$ cat src/rtl/mem_stage_pkg.sv
// Shared constants and types for the memory pipeline stage: bus widths,
// load opcodes, forwarding-bus field offsets and the load-type decode.
package mem_stage_pkg;

    localparam int BUS_IN_W  = 103;
    localparam int BUS_OUT_W = 102;
    localparam int FWD_W     = 39;

    localparam logic [9:0] LD_B  = 10'h0A0;
    localparam logic [9:0] LD_H  = 10'h0A1;
    localparam logic [9:0] LD_W  = 10'h0A2;
    localparam logic [9:0] LD_BU = 10'h0A8;
    localparam logic [9:0] LD_HU = 10'h0A9;

    localparam int FWD_WE_BIT   = 38;
    localparam int FWD_LOAD_BIT = 37;
    localparam int FWD_DEST_LSB = 32;
    localparam int FWD_RES_LSB  = 0;

    typedef enum logic [2:0] {
        LT_B,
        LT_H,
        LT_W,
        LT_BU,
        LT_HU
    } load_type_e;

    // Unrecognised opcodes fall back to a full-word load.
    function automatic load_type_e decode_load(input logic [9:0] op);
        case (op)
            LD_B:    return LT_B;
            LD_H:    return LT_H;
            LD_W:    return LT_W;
            LD_BU:   return LT_BU;
            LD_HU:   return LT_HU;
            default: return LT_W;
        endcase
    endfunction

endpackage

$ cat src/rtl/mem_stage_load_extend.sv
// Byte/halfword/word extraction from the SRAM read word with sign or zero
// extension according to the decoded load type.
module load_extend
    import mem_stage_pkg::*;
(
    input  logic [31:0] rdata,
    input  logic [1:0]  addr_lo,
    input  load_type_e  ltype,
    output logic [31:0] result
);

    logic [7:0]  byte_sel;
    logic [15:0] half_sel;

    always_comb begin
        byte_sel = rdata[7:0];
        case (addr_lo)
            2'd0: byte_sel = rdata[7:0];
            2'd1: byte_sel = rdata[15:8];
            2'd2: byte_sel = rdata[23:16];
            2'd3: byte_sel = rdata[31:24];
            default: byte_sel = rdata[7:0];
        endcase
        // Halfword alignment is enforced upstream, so only bit 1 matters.
        half_sel = addr_lo[1] ? rdata[31:16] : rdata[15:0];
    end

    always_comb begin
        result = rdata;
        case (ltype)
            LT_B:    result = {{24{byte_sel[7]}}, byte_sel};
            LT_H:    result = {{16{half_sel[15]}}, half_sel};
            LT_BU:   result = {24'd0, byte_sel};
            LT_HU:   result = {16'd0, half_sel};
            default: result = rdata;
        endcase
    end

endmodule

$ cat src/rtl/mem_stage.sv
// Memory pipeline stage: latches the execute->memory bus, extends load data,
// builds the writeback bus and the decode forwarding bus.
module mem_stage
    import mem_stage_pkg::*;
(
    input  logic                 clk,
    input  logic                 resetn,
    input  logic                 exe_mem_valid,
    output logic                 mem_allowin,
    input  logic [BUS_IN_W-1:0]  exe_mem_bus,
    input  logic                 wb_allowin,
    output logic                 mem_wb_valid,
    output logic [BUS_OUT_W-1:0] mem_wb_bus,
    input  logic [31:0]          data_sram_rdata,
    output logic [FWD_W-1:0]     mem_fwd_bus
);

    logic                mem_valid_q, mem_valid_d;
    logic                rdata_held_q, rdata_held_d;
    logic [31:0]         hold_q, hold_d;
    logic [BUS_IN_W-1:0] payload_q, payload_d;

    logic        ready_go;
    logic        in_fire;
    logic        gr_we;
    logic        res_from_mem;
    logic [4:0]  dest;
    logic [31:0] pc;
    logic [31:0] inst;
    logic [31:0] alu_result;
    logic [31:0] eff_rdata;
    logic [31:0] load_data;
    logic [31:0] final_result;
    load_type_e  ltype;

    assign ready_go     = 1'b1;
    assign mem_allowin  = ~mem_valid_q | (ready_go & wb_allowin);
    assign mem_wb_valid = mem_valid_q & ready_go;
    assign in_fire      = exe_mem_valid & mem_allowin;

    assign gr_we        = payload_q[102];
    assign res_from_mem = payload_q[101];
    assign dest         = payload_q[100:96];
    assign pc           = payload_q[95:64];
    assign inst         = payload_q[63:32];
    assign alu_result   = payload_q[31:0];

    always_comb begin
        mem_valid_d  = mem_allowin ? exe_mem_valid : mem_valid_q;
        payload_d    = in_fire ? exe_mem_bus : payload_q;
        rdata_held_d = rdata_held_q;
        hold_d       = hold_q;
        // SRAM data lasts one cycle; capture it the first time writeback stalls.
        if (mem_valid_q & ~rdata_held_q & ~wb_allowin) begin
            rdata_held_d = 1'b1;
            hold_d       = data_sram_rdata;
        end else if (in_fire | ~mem_valid_d) begin
            rdata_held_d = 1'b0;
        end
    end

    always_ff @(posedge clk or negedge resetn) begin
        if (!resetn) begin
            mem_valid_q  <= 1'b0;
            rdata_held_q <= 1'b0;
            hold_q       <= 32'd0;
        end else begin
            mem_valid_q  <= mem_valid_d;
            rdata_held_q <= rdata_held_d;
            hold_q       <= hold_d;
        end
    end

    always_ff @(posedge clk) begin
        payload_q <= payload_d;
    end

    assign eff_rdata = rdata_held_q ? hold_q : data_sram_rdata;
    assign ltype     = decode_load(inst[31:22]);

    load_extend u_load_extend (
        .rdata   (eff_rdata),
        .addr_lo (alu_result[1:0]),
        .ltype   (ltype),
        .result  (load_data)
    );

    assign final_result = res_from_mem ? load_data : alu_result;
    assign mem_wb_bus   = {gr_we, dest, pc, inst, final_result};

    always_comb begin
        mem_fwd_bus                         = '0;
        mem_fwd_bus[FWD_WE_BIT]             = mem_valid_q & gr_we & (dest != 5'd0);
        mem_fwd_bus[FWD_LOAD_BIT]           = mem_valid_q & res_from_mem;
        mem_fwd_bus[FWD_DEST_LSB +: 5]      = dest;
        mem_fwd_bus[FWD_RES_LSB +: 32]      = final_result;
    end

endmodule

$ cat config.mk
export PLATFORM = sky130hd
export DESIGN_NAME = mem_stage
export DESIGN_NICKNAME = d
export VERILOG_FILES = /design/src/rtl/mem_stage_pkg.sv /design/src/rtl/mem_stage_load_extend.sv /design/src/rtl/mem_stage.sv
export SDC_FILE = /design/constraint.sdc
export NUM_CORES = 1
export LEC_CHECK = 0
export BUFFER_PORTS_ARGS = -buffer_cell sky130_fd_sc_hd__clkbuf_2
export CAP_MARGIN = 30
export CORE_MARGIN = 4
export CORE_UTILIZATION = 45
export DETAILED_ROUTE_END_ITERATION = 16
export PLACE_DENSITY = 0.86
export SLEW_MARGIN = 20
export SYNTH_ARGS = -nofsm -noshare
export SYNTH_HDL_FRONTEND = slang
export SYNTH_HIERARCHICAL = 1
export SYNTH_SLANG_ARGS = --single-unit
$ cat constraint.sdc
create_clock -name clk -period 4.54 [get_ports clk]
set_clock_uncertainty 0.15 [all_clocks]
set_input_delay 0.681 -clock clk [delete_from_list [all_inputs] [get_ports clk]]
set_output_delay 0.681 -clock clk [all_outputs]
set_load 0.05 [all_outputs]
Yosys cells after proc, flatten, opt, wreduce, memory -nomap -nowiden
Index checks and enable logic that the tools add are counted.

Multiplexer cells: 9. Eq/ne operators: 10. Bitwise operators: 12. Reductions and logical operators: 4.

Operators with widths (number): 32-bit one-hot mux with 4 select lines (1); 32-bit 2-to-1 mux (2); 10-bit by 8-bit == test with 1-bit output, second input constant (4); 8-bit one-hot mux with 4 select lines (1); 16-bit 2-to-1 mux (1); 3-bit one-hot mux with 4 select lines (1); 1-bit AND (6); 5-bit nonzero test (1); 2-bit == test, second input constant (2); 1-bit NOT (4); 3-bit by 1-bit == test with 1-bit output, second input constant (1); 3-bit by 2-bit == test with 1-bit output, second input constant (1); 3-bit == test, second input constant (1); 3-bit zero test (1); 1-bit 2-to-1 mux (3); 2-bit by 1-bit == test with 1-bit output, second input constant (1); 2-bit zero test (1); 1-bit OR (2); 2-bit nonzero test (1).

Output and inout port bits: 143. Input bits: 139. Word-level logic and storage cells: 39. Register bits: 137.

Logic depth before layout (Yosys ltp)
Depth after elaboration: 7. Depth in mapped cells: 10. Mapped depth without buffers: 7.

Hierarchy
The synthesis kept the hierarchy.

Modules (own cells, without submodules): mem_stage (seq. area each 3943.8 um^2, cells an instance 367, times used 1, area each 6025.8 um^2); load_extend (seq. area each 0.0 um^2, cells an instance 133, times used 1, area each 779.5 um^2).

Least setup slack after synthesis
OpenSTA, ideal clock, no wires.

Path kind: input -> register. From: input port wb_allowin. To: register payload_q[0], enable pin. Arrival time: 3.622 ns. Setup slack: 0.295 ns. Buffers on the path: 0. Library setup time: 0.473 ns. Stages on the path: 2. Required time: 3.917 ns. Path through: nand2b_1 -> and2_1.

Cells in the longest elaborated chain, start to end: 2.

Ends and longest elaborated chain: from (decl) (RTL line mem_stage.sv:11) `input logic wb_allowin,`; 1-bit OR (RTL line mem_stage.sv:37) `assign mem_allowin = ~mem_valid_q | (ready_go & wb_allowin);`; 1-bit AND (RTL line mem_stage.sv:39) `assign in_fire = exe_mem_valid & mem_allowin;`; via in_fire (RTL line mem_stage.sv:24) `logic in_fire;`; to (signal assigned) (RTL line mem_stage.sv:75) `payload_q <= payload_d;`; to (decl) (RTL line mem_stage.sv:21) `logic [BUS_IN_W-1:0] payload_q, payload_d;`.

The timed path passes the listed nets, and every way through them passes these cells. A chain may end at the register's enable or synchronous reset.

Final worst setup path
From: register payload_q[55]. To: output port mem_fwd_bus[4].

Cells in the longest elaborated chain, start to end: 5.

Ends and longest elaborated chain: 10-bit by 8-bit == test with 1-bit output (RTL line mem_stage_pkg.sv:30) `case (op)`; 3-bit one-hot mux with 4 select lines (*) (RTL line mem_stage_pkg.sv:30); via ltype[0] (RTL line mem_stage.sv:34) `load_type_e ltype;`; 3-bit == test, or another cell as far along (RTL line mem_stage_load_extend.sv:30) `case (ltype)`; 32-bit one-hot mux with 4 select lines (*) (RTL line mem_stage_load_extend.sv:30); via load_data[4] (RTL line mem_stage.sv:32) `logic [31:0] load_data;`; 32-bit 2-to-1 mux (*) (RTL line mem_stage.sv:88) `assign final_result = res_from_mem ? load_data : alu_result;`; to (decl) (RTL line mem_stage.sv:15) `output logic [FWD_W-1:0] mem_fwd_bus`.

Mark *: on every way through the listed nets, which the timed path passes. The rest lies on a longest branch.

==> key figures <==
Timing
  • Least-Margin Pin Slew: 0.796 ns
  • Slew HR: 0.469
  • Slew Viols, Final: 0
  • Setup violations, final: 0
  • RSZ-0062 raised after global routing: no
  • Achievable Freq: 231 MHz
  • Hold Fails Final Rpt: 0
  • Setup WS post-layout: 0.220 ns
  • Setup TNS: 0 ns
  • Tmin final: 4.32 ns
  • Period utilisation layout: 0.952

Synthesis
  • Post-synth ARST share: 0.248
  • Post-synthesis sequential area ratio: 0.580
  • Yosys warns: 6
  • #FFs+latches synth: 137
  • Mean Syn Cell Area: 13.6 sq um
  • Syn Nets: 639
  • Cell area after synthesis: 0.00681 sq mm
  • Yosys cell types: 38
  • Post-synth EDFFs: 103
  • Gate Count Post-Synth: 500
  • Ys flop type: edfxtp_1

Layout
  • Share of cells above drive strength 1: 0.608
  • Nets: 826
  • Ant. Diodes: 0
  • Synthesis-to-layout area growth: 20.9%
  • Fillers: 1,180
  • Layout Cells excl Fill: 883

CTS
  • Setup Buffers After CTS: 0
  • Clk_lat worst skew: 0.41 ns
  • TritonCTS clock tree: yes
  • Reg clk slew, reported paths: 0.06 ns
  • Clock sink count: 137
  • CTS H-tree lvls: 4
  • Clock Path Buffers: 2
  • Num CTS Buffers: 17
  • Clk root buf: clkbuf_16

Run
  • Max-Cap Viols: 0

Setup path
  • Crit-path max FO: 12
  • CP required: 3.71 ns
  • WP data arrival: 3.49 ns
  • Critical path endpoint category: output pin
  • Critical path type: reg -> out
  • CP Launch Type: flip-flop

Placed design
  • Pre-CTS setup slack: 0.635 ns
  • Final estimated routing congestion in global placement: 0.837
  • HPWL after DPL: 13,700 microns
  • Port bufs: 281
  • DP Cell Count: 850

Drt
  • Initial DRC Count: 213
  • Vias: 4,468
  • Initial DRT Pass Iterations: 4
  • Final WL: 17,600 microns
  • WL/cell: 20.0 microns
  • DRC viols: 0
  • Antenna Nets Post-Route: 0
  • DR vias/cell: 5.06

Die
  • Num ports: 282
  • Core area: 0.0147 sq mm
  • Initial Util: 0.463
  • Die height: 131 microns
  • Die X: 131 microns
  • # rows: 44
  • Die area: 0.0172 sq mm

GRT
  • Total track usage: 0.203
  • GRT Residual Overflow: 0
  • Initial antenna violation count: 1
  • First-pass GRT wire length: 25,300 microns
  • Number of global-route vias before repair: 4,495
  • Largest net degree at the start of global routing: 53

Pwr
  • Lkg Pwr: 3.67 nW
  • Pwr Total: 3.76 mW
  • Power density cells: 457 mW/mm^2
  • VDD IR max: 0.393 mV

Hold path
  • Hold Crit Class: in -> reg

Outcome
  • Status: finished, final reports clean
[synthesized netlist by cell type, drive strengths merged (2+ instances only)]
| library cell | instances | area [sq um] |
|---|---|---|
| a211o | 2 | 17.5 |
| nand2b | 7 | 43.8 |
| mux2i | 5 | 50.1 |
| clkbuf | 3 | 11.3 |
| o22a | 7 | 61.3 |
| a211oi | 2 | 15.0 |
| or4b | 2 | 20.0 |
| nor3 | 2 | 10.0 |
| and2 | 2 | 12.5 |
| dfrtp | 34 | 851 |
| nor2b | 11 | 68.8 |
| nand2 | 37 | 139 |
| inv | 2 | 7.51 |
| o21ai | 6 | 33.8 |
| buf | 123 | 917 |
| o22ai | 8 | 50.1 |
| nor2 | 26 | 97.6 |
| a21oi | 2 | 10.0 |
| edfxtp | 103 | 3090 |
| mux2 | 97 | 1090 |
| a2bb2oi | 7 | 61.3 |
[layout make-up]
type	instances	area, sq um	share of cell area
repair buffers	294	1520	0.185
clock inverters	14	163	0.0198
flip-flops and latches	137	3940	0.479
inverters	2	7.51	0.000912
well taps	184	230	0.0280
multi-input cells	235	1940	0.236
clock buffers	17	425	0.0517
[report_power, final]
group          switching [mW]  total (mW)  internal [mW]
clock                   0.544        1.36          0.820
sequential             0.0513        1.52           1.47
combinational           0.608       0.874          0.266
total                    1.20        3.76           2.56
[metrics by stage]
stage	hold WS (ns)	utilization	area (sq um)
after floorplan	0.235	-	6810
after global placement	0.312	0.517	7600
after detailed placement	0.323	0.517	7600
after CTS	0.246	0.557	8190
after global routing	0.267	0.560	8230
final	0.288	0.560	8230
[registers in the layout, summed over array words and instances (netlist names), named ones only]
signal	flops
rdata_held_q	1
hold_q	32
payload_q	103
[repair_timing]
item | 4_1_cts | 5_1_grt
setup endpoints to repair | 0 | 2
hold buffers | 0 | 1
endpoints found under the hold margin | 0 | 7
resized for setup | 0 | 1
[cells by family (layout without fill, tap and decap cells)]
kind of cell / after synthesis / after routing / synth area share
DFF: 137 / 137 / 0.580
muxes: 103 / 103 / 0.171
buffers and inverters: 128 / 327 / 0.138
xor gates and xnor gates: 1 / 1 / 0.00129
AOI/OAI and AO/OA: 41 / 41 / 0.0482
and+or+nand+nor: 90 / 90 / 0.0623
[final timing paths]
path | from | to | slack, ns | depth (start not counted)
setup / recovery | payload_q[55]$_DFFE_PP_ | mem_fwd_bus[4] | 0.22 | 9
hold / removal | exe_mem_bus[94] | payload_q[94]$_DFFE_PP_ | 0.29 | 1
max in group asynchronous | resetn | hold_q[29]$_DFFE_PN0P_ | 3.29 | 3
hold reg to reg | hold_q[5]$_DFFE_PN0P_ | hold_q[5]$_DFFE_PN0P_ | 0.33 | 1
setup reg to reg | flip-flop | payload_q[8]$_DFFE_PP_ | 2.28 | 3
min in group asynchronous | resetn | hold_q[10]$_DFFE_PN0P_ | 0.52 | 2
[cells in the final DEF, fill, tap and decap left out, types with 2 or more instances in the layout]
cell	count
clkinv_4	3
nor2_1	26
inv_6	6
a211oi_1	2
mux2i_1	5
bufinv_16	2
a211o_1	2
nand2b_1	7
a2bb2oi_1	7
buf_4	11
nand2_1	37
edfxtp_1	103
mux2_1	4
o21ai_1	2
a21oi_1	2
or4b_1	2
nor2b_1	11
inv_1	2
o22ai_1	8
o21ai_0	3
mux2_2	93
dfrtp_1	34
o22a_1	7
clkbuf_16	17
clkbuf_2	281
[worst max-delay path, cell delays in order, from the launching register on]
cell and delay (ns):
edfxtp_1 0.39, or4b_1 0.60, nor3_2 0.45, buf_4 0.29, nor2b_1 0.15, o21ai_1 0.19, o22ai_1 0.34, a2bb2oi_1 0.13
mux2_2 0.29, clkbuf_2 0.24
[layer usage]
metal	GRT usage	routed length [microns]	vias up
met1	0.238	6430	2125
met5	0	8	-
met2	0.339	9070	224
li1	-	-	2074
met4	0.0913	751	2
met3	0.0671	1390	43
No activity file was read; power rests on OpenSTA's default activity.
